**config.mk**
```make
export PLATFORM = sky130hd
export DESIGN_NAME = uart_rx_fifo_flat
export DESIGN_NICKNAME = d
export VERILOG_FILES = /design/src/rtl/uart_rx_fifo_if.sv /design/src/rtl/uart_rx_fifo.sv /design/src/flat_wrapper.sv
export SDC_FILE = /design/constraint.sdc
export NUM_CORES = 1
export LEC_CHECK = 0
export ABC_AREA = 1
export CORE_MARGIN = 2
export CORE_UTILIZATION = 45
export CTS_BUF_LIST = sky130_fd_sc_hd__clkbuf_4
export DETAILED_ROUTE_END_ITERATION = 10
export PLACE_DENSITY = 0.73
export SLEW_MARGIN = 20
export SYNTH_ARGS = -nofsm -noshare
export SYNTH_HDL_FRONTEND = slang
export SYNTH_SLANG_ARGS = --single-unit
```
**constraint.sdc**
```tcl
create_clock -name clk_based_on_prescale -period 1.7 [get_ports clk_based_on_prescale]
set_input_delay 0.34 -clock clk_based_on_prescale [delete_from_list [all_inputs] [get_ports clk_based_on_prescale]]
set_output_delay 0.34 -clock clk_based_on_prescale [all_outputs]
set_load 0.05 [all_outputs]
```
**src/rtl/uart_rx_fifo_if.sv**
```systemverilog
// Receive-buffer bus: RX-side byte/error inputs, host read port and status.
// Pure wiring, no latency of its own.
// No backpressure on the RX side; the host paces reads with rd_en.
interface uart_rx_fifo_if #(
    parameter int DEPTH      = 8,
    parameter int DATA_WIDTH = 8,
    parameter int CNT_WIDTH  = 8
) ();
    localparam int OCC_W = $clog2(DEPTH) + 1;

    // RX deserializer side
    logic [DATA_WIDTH-1:0] parallel_data;
    logic                  data_valid;
    logic                  parity_error;
    logic                  stop_error;

    // Host side
    logic                  rd_en;
    logic                  clr_status;
    logic [DATA_WIDTH-1:0] rd_data;
    logic                  rd_valid;
    logic                  empty;
    logic                  full;
    logic [OCC_W-1:0]      count;
    logic                  overflow;
    logic [CNT_WIDTH-1:0]  parity_err_count;
    logic [CNT_WIDTH-1:0]  stop_err_count;

    // Environment (RX FSM plus host) drives the requests
    modport master (
        output parallel_data, data_valid, parity_error, stop_error, rd_en, clr_status,
        input  rd_data, rd_valid, empty, full, count, overflow,
               parity_err_count, stop_err_count
    );

    // The buffer itself
    modport slave (
        input  parallel_data, data_valid, parity_error, stop_error, rd_en, clr_status,
        output rd_data, rd_valid, empty, full, count, overflow,
               parity_err_count, stop_err_count
    );
endinterface

```
**src/rtl/uart_rx_fifo.sv**
```systemverilog
// UART RX byte FIFO with sticky overflow and saturating parity/stop error counters.
// Push visible after the write edge; rd_data/rd_valid registered, valid after the rd_en edge.
// No backpressure to RX: a byte arriving while full (and no pop) is dropped and flagged.
module uart_rx_fifo #(
    parameter int DEPTH      = 8,
    parameter int DATA_WIDTH = 8,
    parameter int CNT_WIDTH  = 8
) (
    input  logic           clk_based_on_prescale,
    input  logic           asy_reset,
    uart_rx_fifo_if.slave  bus
);
    localparam int PTR_W = $clog2(DEPTH);
    localparam int OCC_W = PTR_W + 1;
    localparam logic [OCC_W-1:0]     OCC_FULL = OCC_W'(DEPTH);
    localparam logic [OCC_W-1:0]     OCC_ONE  = OCC_W'(1);
    localparam logic [PTR_W-1:0]     PTR_ONE  = PTR_W'(1);
    localparam logic [CNT_WIDTH-1:0] CNT_MAX  = '1;
    localparam logic [CNT_WIDTH-1:0] CNT_ONE  = CNT_WIDTH'(1);

    logic [DATA_WIDTH-1:0] mem_q [DEPTH];
    logic [DATA_WIDTH-1:0] mem_d [DEPTH];
    logic [PTR_W-1:0]      wr_ptr_q, wr_ptr_d;
    logic [PTR_W-1:0]      rd_ptr_q, rd_ptr_d;
    logic [OCC_W-1:0]      count_q, count_d;
    logic [DATA_WIDTH-1:0] rd_data_q, rd_data_d;
    logic                  rd_valid_q, rd_valid_d;
    logic                  overflow_q, overflow_d;
    logic [CNT_WIDTH-1:0]  par_cnt_q, par_cnt_d;
    logic [CNT_WIDTH-1:0]  stop_cnt_q, stop_cnt_d;
    logic                  par_dly_q, par_dly_d;
    logic                  stop_dly_q, stop_dly_d;

    logic pop_ok;
    logic push_ok;
    logic drop;
    logic par_rise;
    logic stop_rise;

    // Next-state logic: pointer/occupancy update, read register, status counters
    always_comb begin
        // A pop needs stored data; a push needs a free slot, which a same-cycle pop provides.
        // When empty, the pop is refused, so a simultaneous push never falls through.
        pop_ok  = bus.rd_en && (count_q != '0);
        push_ok = bus.data_valid && ((count_q != OCC_FULL) || pop_ok);
        drop    = bus.data_valid && !push_ok;

        mem_d = mem_q;
        if (push_ok) begin
            mem_d[wr_ptr_q] = bus.parallel_data;
        end

        wr_ptr_d = push_ok ? (wr_ptr_q + PTR_ONE) : wr_ptr_q;
        rd_ptr_d = pop_ok  ? (rd_ptr_q + PTR_ONE) : rd_ptr_q;

        count_d = count_q;
        case ({push_ok, pop_ok})
            2'b10:   count_d = count_q + OCC_ONE;
            2'b01:   count_d = count_q - OCC_ONE;
            default: count_d = count_q;
        endcase

        // rd_data holds the last popped byte between pops
        rd_data_d  = pop_ok ? mem_q[rd_ptr_q] : rd_data_q;
        rd_valid_d = pop_ok;

        // Error inputs are levels; count only their rising edges
        par_rise   = bus.parity_error && !par_dly_q;
        stop_rise  = bus.stop_error   && !stop_dly_q;
        par_dly_d  = bus.parity_error;
        stop_dly_d = bus.stop_error;

        // Clear wins over any event landing in the same cycle
        if (bus.clr_status) begin
            overflow_d = 1'b0;
            par_cnt_d  = '0;
            stop_cnt_d = '0;
        end else begin
            overflow_d = overflow_q || drop;
            par_cnt_d  = (par_rise  && (par_cnt_q  != CNT_MAX)) ? (par_cnt_q  + CNT_ONE) : par_cnt_q;
            stop_cnt_d = (stop_rise && (stop_cnt_q != CNT_MAX)) ? (stop_cnt_q + CNT_ONE) : stop_cnt_q;
        end
    end

    // Storage array is not reset; stale contents are unreachable once count is cleared
    always_ff @(posedge clk_based_on_prescale) begin
        mem_q <= mem_d;
    end

    // Control and status registers with synchronous reset taking priority
    always_ff @(posedge clk_based_on_prescale) begin
        if (asy_reset) begin
            wr_ptr_q   <= '0;
            rd_ptr_q   <= '0;
            count_q    <= '0;
            rd_data_q  <= '0;
            rd_valid_q <= 1'b0;
            overflow_q <= 1'b0;
            par_cnt_q  <= '0;
            stop_cnt_q <= '0;
            par_dly_q  <= 1'b0;
            stop_dly_q <= 1'b0;
        end else begin
            wr_ptr_q   <= wr_ptr_d;
            rd_ptr_q   <= rd_ptr_d;
            count_q    <= count_d;
            rd_data_q  <= rd_data_d;
            rd_valid_q <= rd_valid_d;
            overflow_q <= overflow_d;
            par_cnt_q  <= par_cnt_d;
            stop_cnt_q <= stop_cnt_d;
            par_dly_q  <= par_dly_d;
            stop_dly_q <= stop_dly_d;
        end
    end

    assign bus.rd_data          = rd_data_q;
    assign bus.rd_valid         = rd_valid_q;
    assign bus.count            = count_q;
    assign bus.empty            = (count_q == '0);
    assign bus.full             = (count_q == OCC_FULL);
    assign bus.overflow         = overflow_q;
    assign bus.parity_err_count = par_cnt_q;
    assign bus.stop_err_count   = stop_cnt_q;
endmodule

```
**src/flat_wrapper.sv**
```systemverilog
// flat-port wrapper written by rule: the top's interface ports become plain ports
module uart_rx_fifo_flat 
#(
    parameter int DEPTH      = 8,
    parameter int DATA_WIDTH = 8,
    parameter int CNT_WIDTH  = 8
)
  (clk_based_on_prescale, asy_reset, bus_parallel_data, bus_data_valid, bus_parity_error, bus_stop_error, bus_rd_en, bus_clr_status, bus_rd_data, bus_rd_valid, bus_empty, bus_full, bus_count, bus_overflow, bus_parity_err_count, bus_stop_err_count);
  uart_rx_fifo_if #(.DEPTH(DEPTH), .DATA_WIDTH(DATA_WIDTH), .CNT_WIDTH(CNT_WIDTH)) bus_i ();
  input  logic clk_based_on_prescale;
  input  logic asy_reset;
  input wire logic [$bits(bus_i.parallel_data)-1:0] bus_parallel_data;
  input wire logic [$bits(bus_i.data_valid)-1:0] bus_data_valid;
  input wire logic [$bits(bus_i.parity_error)-1:0] bus_parity_error;
  input wire logic [$bits(bus_i.stop_error)-1:0] bus_stop_error;
  input wire logic [$bits(bus_i.rd_en)-1:0] bus_rd_en;
  input wire logic [$bits(bus_i.clr_status)-1:0] bus_clr_status;
  output wire logic [$bits(bus_i.rd_data)-1:0] bus_rd_data;
  output wire logic [$bits(bus_i.rd_valid)-1:0] bus_rd_valid;
  output wire logic [$bits(bus_i.empty)-1:0] bus_empty;
  output wire logic [$bits(bus_i.full)-1:0] bus_full;
  output wire logic [$bits(bus_i.count)-1:0] bus_count;
  output wire logic [$bits(bus_i.overflow)-1:0] bus_overflow;
  output wire logic [$bits(bus_i.parity_err_count)-1:0] bus_parity_err_count;
  output wire logic [$bits(bus_i.stop_err_count)-1:0] bus_stop_err_count;
  assign bus_i.parallel_data = bus_parallel_data;
  assign bus_i.data_valid = bus_data_valid;
  assign bus_i.parity_error = bus_parity_error;
  assign bus_i.stop_error = bus_stop_error;
  assign bus_i.rd_en = bus_rd_en;
  assign bus_i.clr_status = bus_clr_status;
  assign bus_rd_data = bus_i.rd_data;
  assign bus_rd_valid = bus_i.rd_valid;
  assign bus_empty = bus_i.empty;
  assign bus_full = bus_i.full;
  assign bus_count = bus_i.count;
  assign bus_overflow = bus_i.overflow;
  assign bus_parity_err_count = bus_i.parity_err_count;
  assign bus_stop_err_count = bus_i.stop_err_count;
  uart_rx_fifo #(.DEPTH(DEPTH), .DATA_WIDTH(DATA_WIDTH), .CNT_WIDTH(CNT_WIDTH)) u_core (.clk_based_on_prescale(clk_based_on_prescale), .asy_reset(asy_reset), .bus(bus_i));
endmodule
```
* Word level (Yosys, flattened, before mapping)
Index checks and enable logic that the tools add are counted. W data, S select, Z words.
Cells by class: $add $sub $neg 6, order comparisons 3, equality and inequality tests 6, mux-type cells 7, bitwise gates (word level) 2, reductions and logical operators 17
Operators by type and width (number):
- $bwmux W64 | 1
- $bmux W8 S3 | 1
- $demux W8 S3 | 1
- $mux W8 | 3
- $add A8 B1 Y8 const B | 2
- $ne A8 B8 Y1 const B | 2
- $ge A4 B4 Y1 const B | 2
- $logic_and A1 B1 Y1 | 8
- $not A3 Y4 | 2
- $pmux W4 S2 | 1
- $add A3 B1 Y3 const B | 2
- $add A4 B1 Y4 const B | 1
- $eq A4 B4 Y1 const B | 1
- $logic_not A4 Y1 | 1
- $lt A4 B1 Y1 const B | 1
- $ne A4 B4 Y1 const B | 1
- $reduce_bool A4 Y1 | 1
- $sub A4 B1 Y4 const B | 1
- $logic_not A1 Y1 | 3
- $eq A2 B1 Y1 const B | 1
- $eq A2 B2 Y1 const B | 1
- $logic_or A1 B1 Y1 | 2
- $reduce_bool A2 Y1 | 1
- $reduce_or A2 Y1 | 1
Word-level totals: flip-flop bits (word level) 102, bits of input ports 15, output and inout bits 32, logic and storage cells 59

* Depth between registers and ports, before layout
Gate-level depths: netlist of run 1.
word-level depth 7, gate-level depth with buffers 13, mapped depth without buffers 13

* Least setup slack after synthesis of run 1
Ideal clock, no wire load.
path kind register -> register, from register u_core.count_q[2] (netlist: u_core.bus.count[2]), to register u_core.count_q[2] (netlist: u_core.bus.count[2]), data arrival time 2072 ps, required time 1585 ps, slack -487 ps, stages on the path, launching flop included 11, clock period less this slack 2187 ps, cell sequence dfxtp_1 > inv_1 > nand3_2 > nand2_2 > inv_2 > ha_1 > inv_1 > fa_1 > xnor2_1 > o21ai_0 > inv_1
Between the ends: word-level cells in the longest chain between the ends 6, elaborated cells between the ends (all ways) 11, those cells by class add/sub: 2; eq/ne: 3; mux: 1; reduce/logical: 5
Ends and longest elaborated chain:
- from (decl) | line uart_rx_fifo.sv:25 | logic [OCC_W-1:0] count_q, count_d;
- from (signal assigned) | line uart_rx_fifo.sv:106 | count_q <= count_d;
- $reduce_bool A4 Y1 (*) | line uart_rx_fifo.sv:44 | pop_ok = bus.rd_en && (count_q != '0);
- $logic_and A1 B1 Y1 (*) | line uart_rx_fifo.sv:44
- via u_core.pop_ok | line uart_rx_fifo.sv:34 | logic pop_ok;
- $logic_or A1 B1 Y1 | line uart_rx_fifo.sv:45 | push_ok = bus.data_valid && ((count_q != OCC_FULL) || pop_ok);
- $logic_and A1 B1 Y1 | line uart_rx_fifo.sv:45
- $eq A2 B1 Y1 or $eq A2 B2 Y1 (tied branches) | line uart_rx_fifo.sv:57 | case ({push_ok, pop_ok})
- $pmux W4 S2 or $reduce_bool A2 Y1 (tied branches)
The timed path passes the listed nets; every way through them passes the cells marked *. A chain may end at the register's enable or synchronous reset.

* Worst setup path in the final report of run 1
from register u_core.count_q[3] (netlist: u_core.bus.count[3]), to output port bus_full
Between the ends: word-level cells in the longest chain between the ends 1
Ends and longest elaborated chain:
- $eq A4 B4 Y1 | line uart_rx_fifo.sv:121 | assign bus.full = (count_q == OCC_FULL);
- to (decl) | line flat_wrapper.sv:21 | output wire logic [$bits(bus_i.full)-1:0] bus_full;
Every way passes these cells.

==> key figures, run 1 <==
Finish
  • Layout cells sized above 1: 0.214
  • Area of the multi-input gates: 1560 sq um
  • Final std cells w/o fill: about 710
  • Ant. Diodes: 0
  • Final #Nets: slightly below 600
  • Post-Route Utilization: 0.568
  • Fillers: 834
  • P&R area growth vs syn: 22.4%
  • Sequential Area: roughly 2700 sq um

STA
  • Fin. max-slew vios: 0
  • Worst-Margin Slew: 0.472 ns
  • Final setup violation count: 2
  • Setup ws final: -0.130 ns
  • Fin crit period: roughly 1.8 ns
  • Final worst path period share: 1.08
  • Fmax: 0.546 GHz
  • Final hold vios: 0
  • Clk_skew: 0.0208 ns
  • RSZ-0062 raised after global routing: true
  • Max_slew headroom: 0.684

Clocking
  • Hold-fix buffers, CTS: 0
  • Num CTS Buffers: 9
  • CTS clk-pin slew, worst paths: 0.14 ns
  • # clock sinks: 102
  • H-tree levels: 3
  • CTS Root Buffer Type: clkbuf_4
  • CTS tree: yes
  • Later-pin clock latency in the skew report: 0.46 ns
  • Bufs on Longest Clock Path: 2

Pwr
  • PD cells: 1190 nW/um^2
  • NetSw: 2.50 mW
  • VDD IR max: ~0.001 V
  • Reg power frac: 0.449
  • Internal power: 4.10 mW
  • Switch share: 0.378
  • LEAKAGE: 2.35 nW
  • Clock Power Share: 0.162
  • Comb power frac: 0.389

Yosys
  • Synth unique cells: 32
  • Yosys reg bits: 102
  • Syn Inst Count: 495
  • Asr flop ratio synth: 0
  • Post-synth EDFFs: 64
  • Mapped Area: 4530 sq um
  • Syn nets: 518
  • YS warnings: 0
  • Predominant post-synthesis flop cell: edfxtp_1
  • Post-synthesis sequential area ratio: 0.592
  • Syn_area_per_cell: 9.16 sq um

Run status
  • Status: finished with violations
  • Failing checks: setup timing

Critical path
  • Worst setup EP type: output pin
  • Maximum fanout along the worst path: 2
  • Worst reg2reg setup slack: -0.04 ns
  • Crit path DAT: ~1.5 ns
  • CP Data Required Time: about 1.4 ns
  • WS Path Type: reg2out
  • Startpoint types: register

Detailed routing
  • Post-DRT Antenna Nets: 0
  • Total number of vias: 3498
  • Vias/cell: 4.91
  • Initial DRC count: 337
  • # DRC: 0
  • Drt total wl: 10200 microns
  • Mean routed wirelength per cell: 14.3 microns
  • DRT Pass-1 Iters: 5

Global route
  • Tot GR Track Use: 0.192
  • Global-route wire length before repair: ~16000 microns
  • GR Overflow Total: 0
  • Largest net degree at the start of global routing: 35
  • Antenna violations before repair: 0
  • Vias in the first global route: 3193

Placement
  • DP HPWL: 7320 microns
  • Inst Count DP: a little under 700
  • RD Place Congestion: just over 0.9
  • PortBufs: 46

Floorplanning
  • Core area: between 9000 and 10000 sq um
  • Chip Height: 104 microns
  • Initial core utilization: 0.464
  • DIE AREA: 10900 sq um
  • Row cnt: 36
  • DIE WIDTH: ~100 microns
  • IO Pins: 47

Hold path
  • Hold Path Class: in2reg

Run
  • Max-cap viol count: 0
-- metrics by stage --
| stage | setup TNS (ns) | area [sq um] | total power, mW | hold slack [ns] | setup WS (ns) |
|---|---|---|---|---|---|
| 5_1_grt | -1.49 | 5550 | 6.96 | 0.453 | -0.200 |
| 3_5_place_dp | -24.87 | 5310 | 5.41 | 0.456 | -0.461 |
| 2_1_floorplan | -0.120 | 4610 | 4.64 | 0.439 | -0.0709 |
| 3_3_place_gp | -20.38 | 5310 | 5.37 | 0.447 | -0.370 |
| 4_1_cts | -0.268 | 5470 | 6.55 | 0.426 | -0.169 |
| 6_report | -0.168 | 5550 | 6.60 | 0.450 | -0.130 |
-- flip-flops by register name, summed over array words and instances, names as in the netlist --
register                     count
u_core.rd_ptr_q                  3
u_core.bus.count                 4
u_core.bus.rd_valid              1
u_core.stop_dly_q                1
u_core.par_dly_q                 1
u_core.mem_q                    64
u_core.bus.parity_err_count      8
u_core.bus.overflow              1
u_core.wr_ptr_q                  3
u_core.bus.rd_data               8
u_core.bus.stop_err_count        8
-- cells in the final DEF (no fill, tap or decap), types with 4 or more instances in the layout --
master	n
a21oi_1	27
buf_4	60
buf_6	7
clkbuf_4	11
clkdlybuf4s50_1	14
dfxtp_1	34
dfxtp_4	4
edfxtp_1	64
ha_1	5
inv_1	71
nand2_1	126
nand2_2	5
nand2_4	4
nand3_1	66
nor2_1	20
nor2_2	7
nor2_4	7
nor3_1	4
o21ai_0	5
o21ai_1	8
xor2_1	5
-- worst max-delay path, cell delays in order (launching register included) --
cell     delay, ns
dfxtp_4       0.39
inv_4         0.03
buf_6         0.11
nor4_4        0.33
buf_12        0.18
-- power groups by stage --
stage               Combinational, mW  Sequential [mW]  Clock [mW]
finish                           2.57             2.96        1.07
detailed placement               2.39             3.02           0
global route                     2.78             2.99        1.18
global placement                 2.36             3.01           0
CTS                              2.50             2.96        1.09
floorplan                        1.27             3.38           0
-- kinds of logic after synthesis --
kind of cell / Yosys count / share of synthesized area
simple gates: 245 / 0.241
flops: 102 / 0.592
buf+inv: 93 / 0.0861
compound gates: 41 / 0.0461
fa+ha+maj: 8 / 0.0237
xor+xnor: 6 / 0.0116
-- timing repair --
| item | 4_1_cts | 5_1_grt |
|---|---|---|
| pin swaps | 6 | 3 |
| gates resized for setup | 6 | 15 |
| setup buffers | 5 | 3 |
| endpoints found under the setup margin | 4 | 66 |
-- routing by layer --
metal	vias to the layer above	part of all wire	global-route usage
met5	-	0	0
li1	1757	-	-
met4	0	0.014	0.0685
met3	12	0.059	0.0357
met2	116	0.48	0.306
met1	1613	0.45	0.262
-- cell type report --
cell class | instances | share of cell area
Clock buffer | 11 | 0.0149
Clock inverter | 5 | 0.00474
Inverter | 78 | 0.0550
Multi-Input combinational cell | 300 | 0.281
Sequential cell | 102 | 0.486
Tap cell | 133 | 0.0300
Timing Repair Buffer | 83 | 0.128
-- final timing paths --
kind / depth (start not counted) / to / startpoint
max: 4 / bus_full / u_core.bus.count[3]
min: 3 / u_core.stop_dly_q / bus_stop_error
max reg2reg: 13 / u_core.bus.count[3] / u_core.bus.count[3]
min reg2reg: 2 / u_core.bus.overflow / u_core.bus.overflow
-- synthesized netlist by cell type, types with 2 or more instances --
library cell,count,share of area
buf_2,5,0.0055
xor2_1,5,0.0097
nor3_1,4,0.0044
inv_1,73,0.060
nand2_4,2,0.0050
o21ai_0,6,0.0066
nand3_1,66,0.073
nand2_1,127,0.11
edfxtp_1,64,0.42
ha_1,7,0.019
a21oi_1,27,0.030
inv_4,2,0.0028
inv_2,3,0.0025
clkbuf_1,2,0.0017
buf_4,6,0.0099
nor2_1,27,0.022
o21ai_1,7,0.0077
nor2_2,5,0.0069
nand2_2,6,0.0083
dfxtp_1,38,0.17
nor2_4,2,0.0050
Power figures use the tool's default switching activity.
==> run 2, diff against run 1 <==
--- a/config.mk
+++ b/config.mk
@@ -9,6 +9,7 @@
 export CORE_MARGIN = 2
 export CORE_UTILIZATION = 45
 export CTS_BUF_LIST = sky130_fd_sc_hd__clkbuf_4
+export CTS_CLUSTER_DIAMETER = 40
 export DETAILED_ROUTE_END_ITERATION = 10
 export PLACE_DENSITY = 0.73
 export SLEW_MARGIN = 20
==> results of run 2 <==
The final DEF is identical to that of run 1; final timing and power are the same.
